===== src/rtl/uart_pkg.sv =====
// Shared definitions for the UART frame transmitter (and the matching receiver).
// Holds the parity modes, the shifter state encoding and the frame length helper.
package uart_pkg;

  localparam int PARITY_NONE = 0;
  localparam int PARITY_ODD  = 1;
  localparam int PARITY_EVEN = 2;

  typedef enum logic [2:0] {
    IDLE   = 3'd0,
    START  = 3'd1,
    DATA   = 3'd2,
    PARITY = 3'd3,
    STOP   = 3'd4
  } tx_state_t;

  // Clock cycles for one complete frame, start bit through the last stop bit.
  function automatic int frame_clks(input int data_bits, input int clks_per_bit,
                                    input int parity, input int stop_bits);
    int parity_bits;
    parity_bits = (parity != PARITY_NONE) ? 1 : 0;
    return (1 + data_bits + parity_bits + stop_bits) * clks_per_bit;
  endfunction

endpackage


===== src/rtl/uart_tx_fifo.sv =====
// Small synchronous FIFO feeding the UART shifter; dout is the word at the
// read pointer, available combinationally so the shifter can pop and latch it.
module uart_tx_fifo #(
  parameter int WIDTH = 8,
  parameter int DEPTH = 4
) (
  input  logic                     clk,
  input  logic                     rst_n,
  input  logic                     push,
  input  logic                     pop,
  input  logic [WIDTH-1:0]         din,
  output logic [WIDTH-1:0]         dout,
  output logic                     full,
  output logic                     empty,
  output logic [$clog2(DEPTH):0]   count
);
  import uart_pkg::*;

  localparam int AW = $clog2(DEPTH);

  logic [WIDTH-1:0] mem [DEPTH];
  logic [AW-1:0]    wr_ptr_reg;
  logic [AW-1:0]    rd_ptr_reg;
  logic [AW:0]      count_reg;
  logic             do_push;
  logic             do_pop;

  // Pointers wrap naturally at DEPTH; the count's extra bit tells full from empty.
  assign full    = (count_reg == (AW+1)'(DEPTH));
  assign empty   = (count_reg == '0);
  assign count   = count_reg;
  assign dout    = mem[rd_ptr_reg];
  assign do_push = push && !full;
  assign do_pop  = pop && !empty;

  always_ff @(posedge clk) begin
    if (do_push) begin
      mem[wr_ptr_reg] <= din;
    end
  end

  always_ff @(posedge clk or negedge rst_n) begin
    if (!rst_n) begin
      wr_ptr_reg <= '0;
      rd_ptr_reg <= '0;
      count_reg  <= '0;
    end else begin
      if (do_push) begin
        wr_ptr_reg <= wr_ptr_reg + AW'(1);
      end
      if (do_pop) begin
        rd_ptr_reg <= rd_ptr_reg + AW'(1);
      end
      case ({do_push, do_pop})
        2'b10:   count_reg <= count_reg + (AW+1)'(1);
        2'b01:   count_reg <= count_reg - (AW+1)'(1);
        default: count_reg <= count_reg;
      endcase
    end
  end

endmodule


===== src/rtl/uart_tx_frame.sv =====
// UART transmitter: FIFO-buffered words serialised LSB first with start bit,
// optional parity and one or two stop bits; queued frames run back-to-back.
module uart_tx_frame #(
  parameter int DATA_BITS    = 8,
  parameter int CLKS_PER_BIT = 16,
  parameter int PARITY       = 0,
  parameter int STOP_BITS    = 1,
  parameter int FIFO_DEPTH   = 4
) (
  input  logic                          clk,
  input  logic                          rst_n,
  input  logic [DATA_BITS-1:0]          data,
  input  logic                          valid,
  output logic                          ready,
  output logic                          pin,
  output logic                          busy,
  output logic                          done,
  output logic [$clog2(FIFO_DEPTH):0]   fifo_count
);
  import uart_pkg::*;

  localparam int CNT_W = (CLKS_PER_BIT > 1) ? $clog2(CLKS_PER_BIT) : 1;
  localparam int IDX_W = $clog2(DATA_BITS);
  localparam logic [CNT_W-1:0] CNT_LAST  = CNT_W'(CLKS_PER_BIT - 1);
  localparam logic [IDX_W-1:0] DATA_LAST = IDX_W'(DATA_BITS - 1);
  localparam logic [IDX_W-1:0] STOP_LAST = IDX_W'(STOP_BITS - 1);
  localparam bit HAS_PARITY = (PARITY != PARITY_NONE);

  tx_state_t            state_reg, state_next;
  logic [CNT_W-1:0]     cnt_reg, cnt_next;
  logic [IDX_W-1:0]     idx_reg, idx_next;
  logic [DATA_BITS-1:0] shift_reg, shift_next;
  logic                 par_reg, par_next;
  logic                 pin_reg, pin_next;

  logic                 fifo_push;
  logic                 fifo_pop;
  logic [DATA_BITS-1:0] fifo_dout;
  logic                 fifo_full;
  logic                 fifo_empty;
  logic                 bit_end;
  logic                 frame_parity;

  assign ready     = !fifo_full;
  assign fifo_push = valid && !fifo_full;

  uart_tx_fifo #(
    .WIDTH (DATA_BITS),
    .DEPTH (FIFO_DEPTH)
  ) u_fifo (
    .clk   (clk),
    .rst_n (rst_n),
    .push  (fifo_push),
    .pop   (fifo_pop),
    .din   (data),
    .dout  (fifo_dout),
    .full  (fifo_full),
    .empty (fifo_empty),
    .count (fifo_count)
  );

  // Parity is fixed when the word is popped so it never tracks later data changes.
  assign frame_parity = (PARITY == PARITY_ODD) ? ~(^fifo_dout) : (^fifo_dout);
  assign bit_end      = (cnt_reg == CNT_LAST);

  always_comb begin
    state_next = state_reg;
    cnt_next   = bit_end ? '0 : cnt_reg + CNT_W'(1);
    idx_next   = idx_reg;
    shift_next = shift_reg;
    par_next   = par_reg;
    pin_next   = 1'b1;
    fifo_pop   = 1'b0;
    done       = 1'b0;

    case (state_reg)
      IDLE: begin
        cnt_next = '0;
        fifo_pop = !fifo_empty;
      end
      START: begin
        if (bit_end) begin
          state_next = DATA;
          idx_next   = '0;
        end
      end
      DATA: begin
        if (bit_end) begin
          shift_next = shift_reg >> 1;
          if (idx_reg == DATA_LAST) begin
            idx_next   = '0;
            state_next = HAS_PARITY ? uart_pkg::PARITY : STOP;
          end else begin
            idx_next = idx_reg + IDX_W'(1);
          end
        end
      end
      uart_pkg::PARITY: begin
        if (bit_end) begin
          state_next = STOP;
          idx_next   = '0;
        end
      end
      STOP: begin
        if (bit_end) begin
          if (idx_reg == STOP_LAST) begin
            done       = 1'b1;
            state_next = IDLE;
            fifo_pop   = !fifo_empty;
          end else begin
            idx_next = idx_reg + IDX_W'(1);
          end
        end
      end
      default: state_next = IDLE;
    endcase

    // A pop always starts a fresh frame, either from idle or straight out of STOP.
    if (fifo_pop) begin
      state_next = START;
      cnt_next   = '0;
      idx_next   = '0;
      shift_next = fifo_dout;
      par_next   = frame_parity;
    end

    case (state_next)
      START:            pin_next = 1'b0;
      DATA:             pin_next = shift_next[0];
      uart_pkg::PARITY: pin_next = par_next;
      default:          pin_next = 1'b1;
    endcase
  end

  always_ff @(posedge clk or negedge rst_n) begin
    if (!rst_n) begin
      state_reg <= IDLE;
      cnt_reg   <= '0;
      idx_reg   <= '0;
      shift_reg <= '0;
      par_reg   <= 1'b0;
      pin_reg   <= 1'b1;
    end else begin
      state_reg <= state_next;
      cnt_reg   <= cnt_next;
      idx_reg   <= idx_next;
      shift_reg <= shift_next;
      par_reg   <= par_next;
      pin_reg   <= pin_next;
    end
  end

  assign pin  = pin_reg;
  assign busy = (state_reg != IDLE) || (fifo_count != '0);

endmodule


===== config.mk =====
export PLATFORM = sky130hd
export DESIGN_NAME = uart_tx_frame
export DESIGN_NICKNAME = d
export VERILOG_FILES = /design/src/rtl/uart_pkg.sv /design/src/rtl/uart_tx_fifo.sv /design/src/rtl/uart_tx_frame.sv
export SDC_FILE = /design/constraint.sdc
export NUM_CORES = 1
export LEC_CHECK = 0
export ABC_AREA = 0
export BUFFER_PORTS_ARGS = -buffer_cell sky130_fd_sc_hd__buf_4
export CAP_MARGIN = 10
export CORE_AREA = 2 2 65 92
export DETAILED_ROUTE_END_ITERATION = 6
export DIE_AREA = 0 0 67 94
export PLACE_DENSITY = 0.66
export SETUP_SLACK_MARGIN = 0.02
export SYNTH_ARGS = -nofsm -noshare
export SYNTH_HDL_FRONTEND = slang
export SYNTH_SLANG_ARGS = --single-unit
export TNS_END_PERCENT = 20

===== constraint.sdc =====
create_clock -name clk -period 3.4 [get_ports clk]
set_input_delay 0.17 -clock clk [delete_from_list [all_inputs] [get_ports clk]]
set_output_delay 0.17 -clock clk [all_outputs]
set_load 0.005 [all_outputs]

== Word-level counts from Yosys, hierarchy flattened ==
Memories as Yosys holds them, arrays and structs flattened.
Index checks and enable logic that the tools add are counted.

* Register bits: 27
* Latch bits: 0
* RAM bits: 32
* Bits in read-only memories: 0
* Bits of input ports: 11
* Logic and storage cells: 84
* Memories: 1

{| class="wikitable"
|+ Memories
! name !! depth !! width !! read ports !! clocked after Yosys merged registers in !! write ports !! RTL line !! source
|-
| u_fifo.mem || 4 || 8 || 1 || 0 || 1 || uart_tx_fifo.sv:21 || <nowiki>logic [WIDTH-1:0] mem [DEPTH];</nowiki>
|}

* Add/sub/neg operators: 6
* $mul: 0
* Div/mod/pow operators: 0
* Magnitude comparators: 0
* Eq/ne operators: 16
* Shift operators: 0
* Mux-type cells: 32
* Bitwise logic cells: 0
* Reductions and logical operators: 19

{| class="wikitable"
|+ Operator list
! kind !! number
|-
| two-way mux 3 bit || 13
|-
| two-way mux 8 bit || 3
|-
| one-hot mux 3 bit (5 select lines) || 1
|-
| equality test 3 x 2 -> 1 bit (second input constant) || 4
|-
| two-way mux 4 bit || 3
|-
| equality test 3 bit (second input constant) || 3
|-
| zero test 3 bit || 3
|-
| != test 3 x 2 -> 1 bit (second input constant) || 3
|-
| one-hot mux 3 bit (3 select lines) || 1
|-
| two-way mux 1 bit || 8
|-
| parity 8 bit || 1
|-
| adder 3 x 1 -> 3 bit (second input constant) || 2
|-
| equality test 3 x 1 -> 1 bit (second input constant) || 2
|-
| one-hot mux 3 bit (2 select lines) || 1
|-
| nonzero test 2 bit || 3
|-
| nonzero test 3 bit || 2
|-
| AND reduction 5 bit || 1
|-
| adder 2 x 1 -> 2 bit (second input constant) || 2
|-
| adder 4 x 1 -> 4 bit (second input constant) || 1
|-
| equality test 4 bit (second input constant) || 1
|-
| nonzero test 4 bit || 1
|-
| logical AND 1 bit || 3
|-
| != test 3 x 1 -> 1 bit (second input constant) || 1
|-
| one-hot mux 1 bit (3 select lines) || 1
|-
| 8 further kinds || 9
|}

== Logic depth before layout (Yosys ltp) ==
* Depth after elaboration: 8
* Gate-level depth with buffers: 12
* Depth with buffers taken out: 12

== Hierarchy ==
Synthesis repeated with hierarchy kept, for this count alone.

* Cell total of the unflattened synthesis: 188
* Area, all modules: 2726.4 um2

{| class="wikitable"
|+ By module, submodules not included
! module !! times used !! cells each !! area each (um2) !! seq. area each (um2)
|-
| uart_tx_fifo || 1 || 79 || 1592.8 || 1136.1
|-
| uart_tx_frame || 1 || 109 || 1133.6 || 501.7
|}

== Least setup slack after synthesis ==
No wires, ideal clock.

* Path type: register -> register
* Start point: reg cnt_reg[0]
* End point: reg u_fifo.count_reg[2] (netlist: u_fifo.count[2])
* Library setup time: 0.079 ns
* Arrival time: 2.307 ns
* Slack: 1.014 ns
* Cell stages (with the launch flop): 12
* Period minus slack after synthesis: 2.386 ns
* Cells stage by stage: dfrtp_1 ha_1 nand3_2 o21ai_0 nand2_2 clkinv_1 ha_1 inv_1 fa_1 xor2_1 nor2_1 xor2_1

* Word-level cells in the longest chain between the ends: 6

{| class="wikitable"
|+ Ends and longest elaborated chain
! element !! RTL line !! source
|-
| start: declaration || uart_tx_frame.sv:30 || <nowiki>logic [CNT_W-1:0] cnt_reg, cnt_next;</nowiki>
|-
| start signal: assignment || uart_tx_frame.sv:145 || <nowiki>cnt_reg <= cnt_next;</nowiki>
|-
| equality test 4 bit (*) || uart_tx_frame.sv:64 || <nowiki>assign bit_end = (cnt_reg == CNT_LAST);</nowiki>
|-
| two-way mux 1 bit (*) || uart_tx_frame.sv:105 || <nowiki>if (bit_end) begin</nowiki>
|-
| one-hot mux 1 bit (2 select lines) (*) || uart_tx_frame.sv:76 || <nowiki>case (state_reg)</nowiki>
|-
| logical AND 1 bit (*) || uart_tx_fifo.sv:34 || <nowiki>assign do_pop = pop && !empty;</nowiki>
|-
| via u_fifo.do_pop || uart_tx_fifo.sv:26 || <nowiki>logic do_pop;</nowiki>
|-
| equality test 2 x 1 -> 1 bit or equality test 2 bit (tied branches) || uart_tx_fifo.sv:54 || <nowiki>case ({do_push, do_pop})</nowiki>
|-
| one-hot mux 3 bit (2 select lines) or nonzero test 2 bit (tied branches) || - ||
|-
| end signal: assignment || uart_tx_fifo.sv:55 || <nowiki>2'b10: count_reg <= count_reg + (AW+1)'(1);</nowiki>
|-
| end signal: assignment || uart_tx_fifo.sv:56 || <nowiki>2'b01: count_reg <= count_reg - (AW+1)'(1);</nowiki>
|-
| end signal: assignment || uart_tx_fifo.sv:57 || <nowiki>default: count_reg <= count_reg;</nowiki>
|-
| end: declaration || uart_tx_fifo.sv:24 || <nowiki>logic [AW:0] count_reg;</nowiki>
|}

Mark *: on every way through the listed nets, which the timed path passes. The rest lies on a longest branch.
A chain may end at the register's enable or synchronous reset.

== Final worst setup path ==
Ends and elaborated chain as after synthesis.

==> impl_metrics.toml <==
[status]
outcome = "finished, final reports clean"

[synthesis]
synth.area.mux_share = 0.0749
synth_edf_count = 32
synth_top_area_cell = "edfxtp_1"
synth_xor_area_frac = 0.0492
ys_warn_count = 0
synth_ff_type = "edfxtp_1"
postSynth.asyncResetShare = 0.458
synthTopCellsByArea = "edfxtp_1, dfrtp_1, mux4_2"
ys_seq_area_frac = 0.613
synth-simple-area-share = 0.108
synth_compound_area_frac = 0.0754
syn_avg_cell_area_um2 = 13.8
synthDistinctLibCells = 46
yosys.area_share.adder = 0.0496
synth_top_family_by_area = "simple AND/OR/NAND/NOR gates"
syn-cell-area_um2 = 2670
synthesis.instances = 193
yosys.area.top_type_share = 0.360
ys_ff_latch = 59
synth_nets = 214

[finish]
finalInstanceArea_um2 = 3040
area_growth_pct = 13.6
diodes = 0
final_nets = 238
layout-drive-gt1-share = 0.221
largest_register_ffs = 32

[route]
firstDrtPassIters = 5
detail_route.wirelength_mm = 4.65
route.detailed.drc = 0
vias_per_cell = 5.57
antenna_left = 0
wl_per_cell_um = 16.0
first_iter_violations = 62
via_count = 1614

[die]
coreArea_um2 = 5450
io-pin-count = 18
die_y_um = 94
start_util = 0.491
die_x_um = 67
row_count = 32
die-area_um2 = 6300

[sta]
slew-limit-headroom = 0.532
rsz0062_at_grt = "no"
finalClockSkew_ns = 0.00633
hold_viol = 0
finalMaxSlewViolations = 0
fin_crit_sh = 0.850
tns_ns = 0
fmax_mhz = 346
setup_viol = 0
worst_pin_slew_ns = 0.696
fin_crit_ns = 2.89

[global_route]
track_usage = 0.177
grt_max_degree = 28
gr-usage-met1 = 0.204
grt_util_met3 = 0.0480
antenna_found_initial = 0
grt_pass1_vias = 1675
use_met2 = 0.301
grt-busiest-layer = "met2"
grt-ovfl-total = 0
grt_pass1_wl_mm = 8.01

[cts]
cts_tree = "yes"
cts.sinks = 59
cts_inserted_buffers = 9
clk_latency_ns = 0.33
cts.clk_slew.worst_paths_ns = 0.06
post_cts.repair.setup_buffers = 0
cts-root-buf = "clkbuf_8"
cts_max_path_buffers = 2
ctsHtreeMaxLevel = 3

[setup_path]
worstPathRequired_ns = 3.65
crit_path_start_kind = "register"
crit_type = "register to register"
arrival_ns = 3.14
cpPeakStageDelay_ns = 0.40
cp-end-kind = "register"
ff2ff_setup_slack_ns = 0.51
cp_max_fo = 16
crit_slowest_cell = "o21ai_0"
path_cells = "ha_1 > nand3_2 > o21ai_0 > nand2_2 > clkinv_1 > ha_1 > inv_1 > fa_1 > xor2_1 > nor2_1 > xor2_1"

[placed_design]
gp_congestion = 0.766
dp_hpwl_mm = 3.37
port_buffers = 17
placed_area_um2 = 2840

[pwr]
peakVddDrop_mv = 0.350
p_per_area_nw_per_um2 = 603
leakagePower_nw = 1.23

[run]
cap_violations = 0

[hold_path]
min_path_type = "input port to register"
[layout by cell type, fill, tap and decap left out, drive strengths merged, types with 2 or more instances in the layout]
master / count
nand2: 19
and3: 6
dfrtp: 26
and2: 3
a31oi: 4
nand2b: 2
inv: 9
xnor2: 12
xor2: 3
nor2: 10
nand3: 7
a21oi: 4
o21ai: 7
clkinv: 5
a31o: 2
mux2i: 2
nor3: 4
buf: 17
ha: 9
clkbuf: 10
edfxtp: 32
mux4: 8
o21bai: 2
[power breakdown]
part,switching (W),total [W],internal [W]
registers,0.0000480,0.000920,0.000872
clock network,0.000252,0.000583,0.000331
logic,0.000181,0.000327,0.000146
total,0.000481,0.00183,0.00135
[metrics by stage]
step / worst slack, ns / utilization / hold slack [ns] / power, W / std cells
floorplan: 1.01 / - / -0.126 / 0.00113 / 193
global placement: 0.719 / 0.522 / 0.0945 / 0.00123 / 273
detailed placement: 0.544 / 0.522 / 0.105 / 0.00127 / 273
CTS: 0.512 / 0.558 / 0.0212 / 0.00185 / 290
global route: 0.275 / 0.558 / 0.0245 / 0.00193 / 290
finish: 0.511 / 0.558 / 0.0377 / 0.00183 / 290
[routing by layer]
metal / up-vias / share of wire
met5: - / 0
met4: 0 / 0.022
met3: 12 / 0.036
met2: 44 / 0.55
met1: 806 / 0.39
li1: 752 / -
[timing repair]
| item | CTS | global route |
|---|---|---|
| endpoints found under the hold margin | 26 | 0 |
| gates resized for setup | 0 | 0 |
| hold buffers | 1 | 0 |
[final cells by class]
| cell class | instances | area (µm²) |
|---|---|---|
| sequential | 59 | 1640 |
| fill | 498 | 2410 |
| multi-input combinational | 119 | 955 |
| tap | 68 | 85.1 |
| timing repair buffer | 18 | 138 |
| clock buffer | 10 | 128 |
| inverter | 10 | 37.5 |
| clock inverter | 6 | 56.3 |
[worst max-delay path: cells and delay by family (launching register included)]
kind                       cells  cell delay [ns]
AOI/OAI and AO/OA              1             0.40
and+or+nand+nor                3             0.59
buffers and inverters          2             0.29
DFF                            1             0.37
adders and majority gates      3             0.84
xor gates and xnor gates       2             0.33
[cell families after synthesis]
group / after synthesis
buffers and inverters: 15
and+or+nand+nor: 57
AOI/OAI and AO/OA: 27
muxes: 10
xor gates and xnor gates: 15
DFF: 59
adders and majority gates: 10
[Yosys cell counts (all sizes together) (2+ instances only)]
master and instances:
nand2b 2, nand3 7, dfrtp 26, buf 4, xor2 3, inv 9
a31o 2, xnor2 12, nor3 4, mux2i 2, ha 9, o21ai 7
a21oi 4, nor2 10, o21bai 2, and2 3, a31oi 4, and3 6
nand2 19, mux4 8, edfxtp 32
[path summary, 6_finish.rpt]
| kind | cells after the start | endpoint | start |
|---|---|---|---|
| max in group asynchronous | 2 | pin | rst_n |
| hold reg to reg | 1 | cnt_reg[0] | cnt_reg[0] |
| hold / removal | 1 | u_fifo.mem[2][7] | data[7] |
| min in group asynchronous | 2 | cnt_reg[2] | rst_n |
| setup reg to reg | 11 | u_fifo.count[2] | cnt_reg[0] |
| setup / recovery | 11 | u_fifo.count[2] | cnt_reg[0] |
Note: power is estimated with default switching activity, not from simulation.
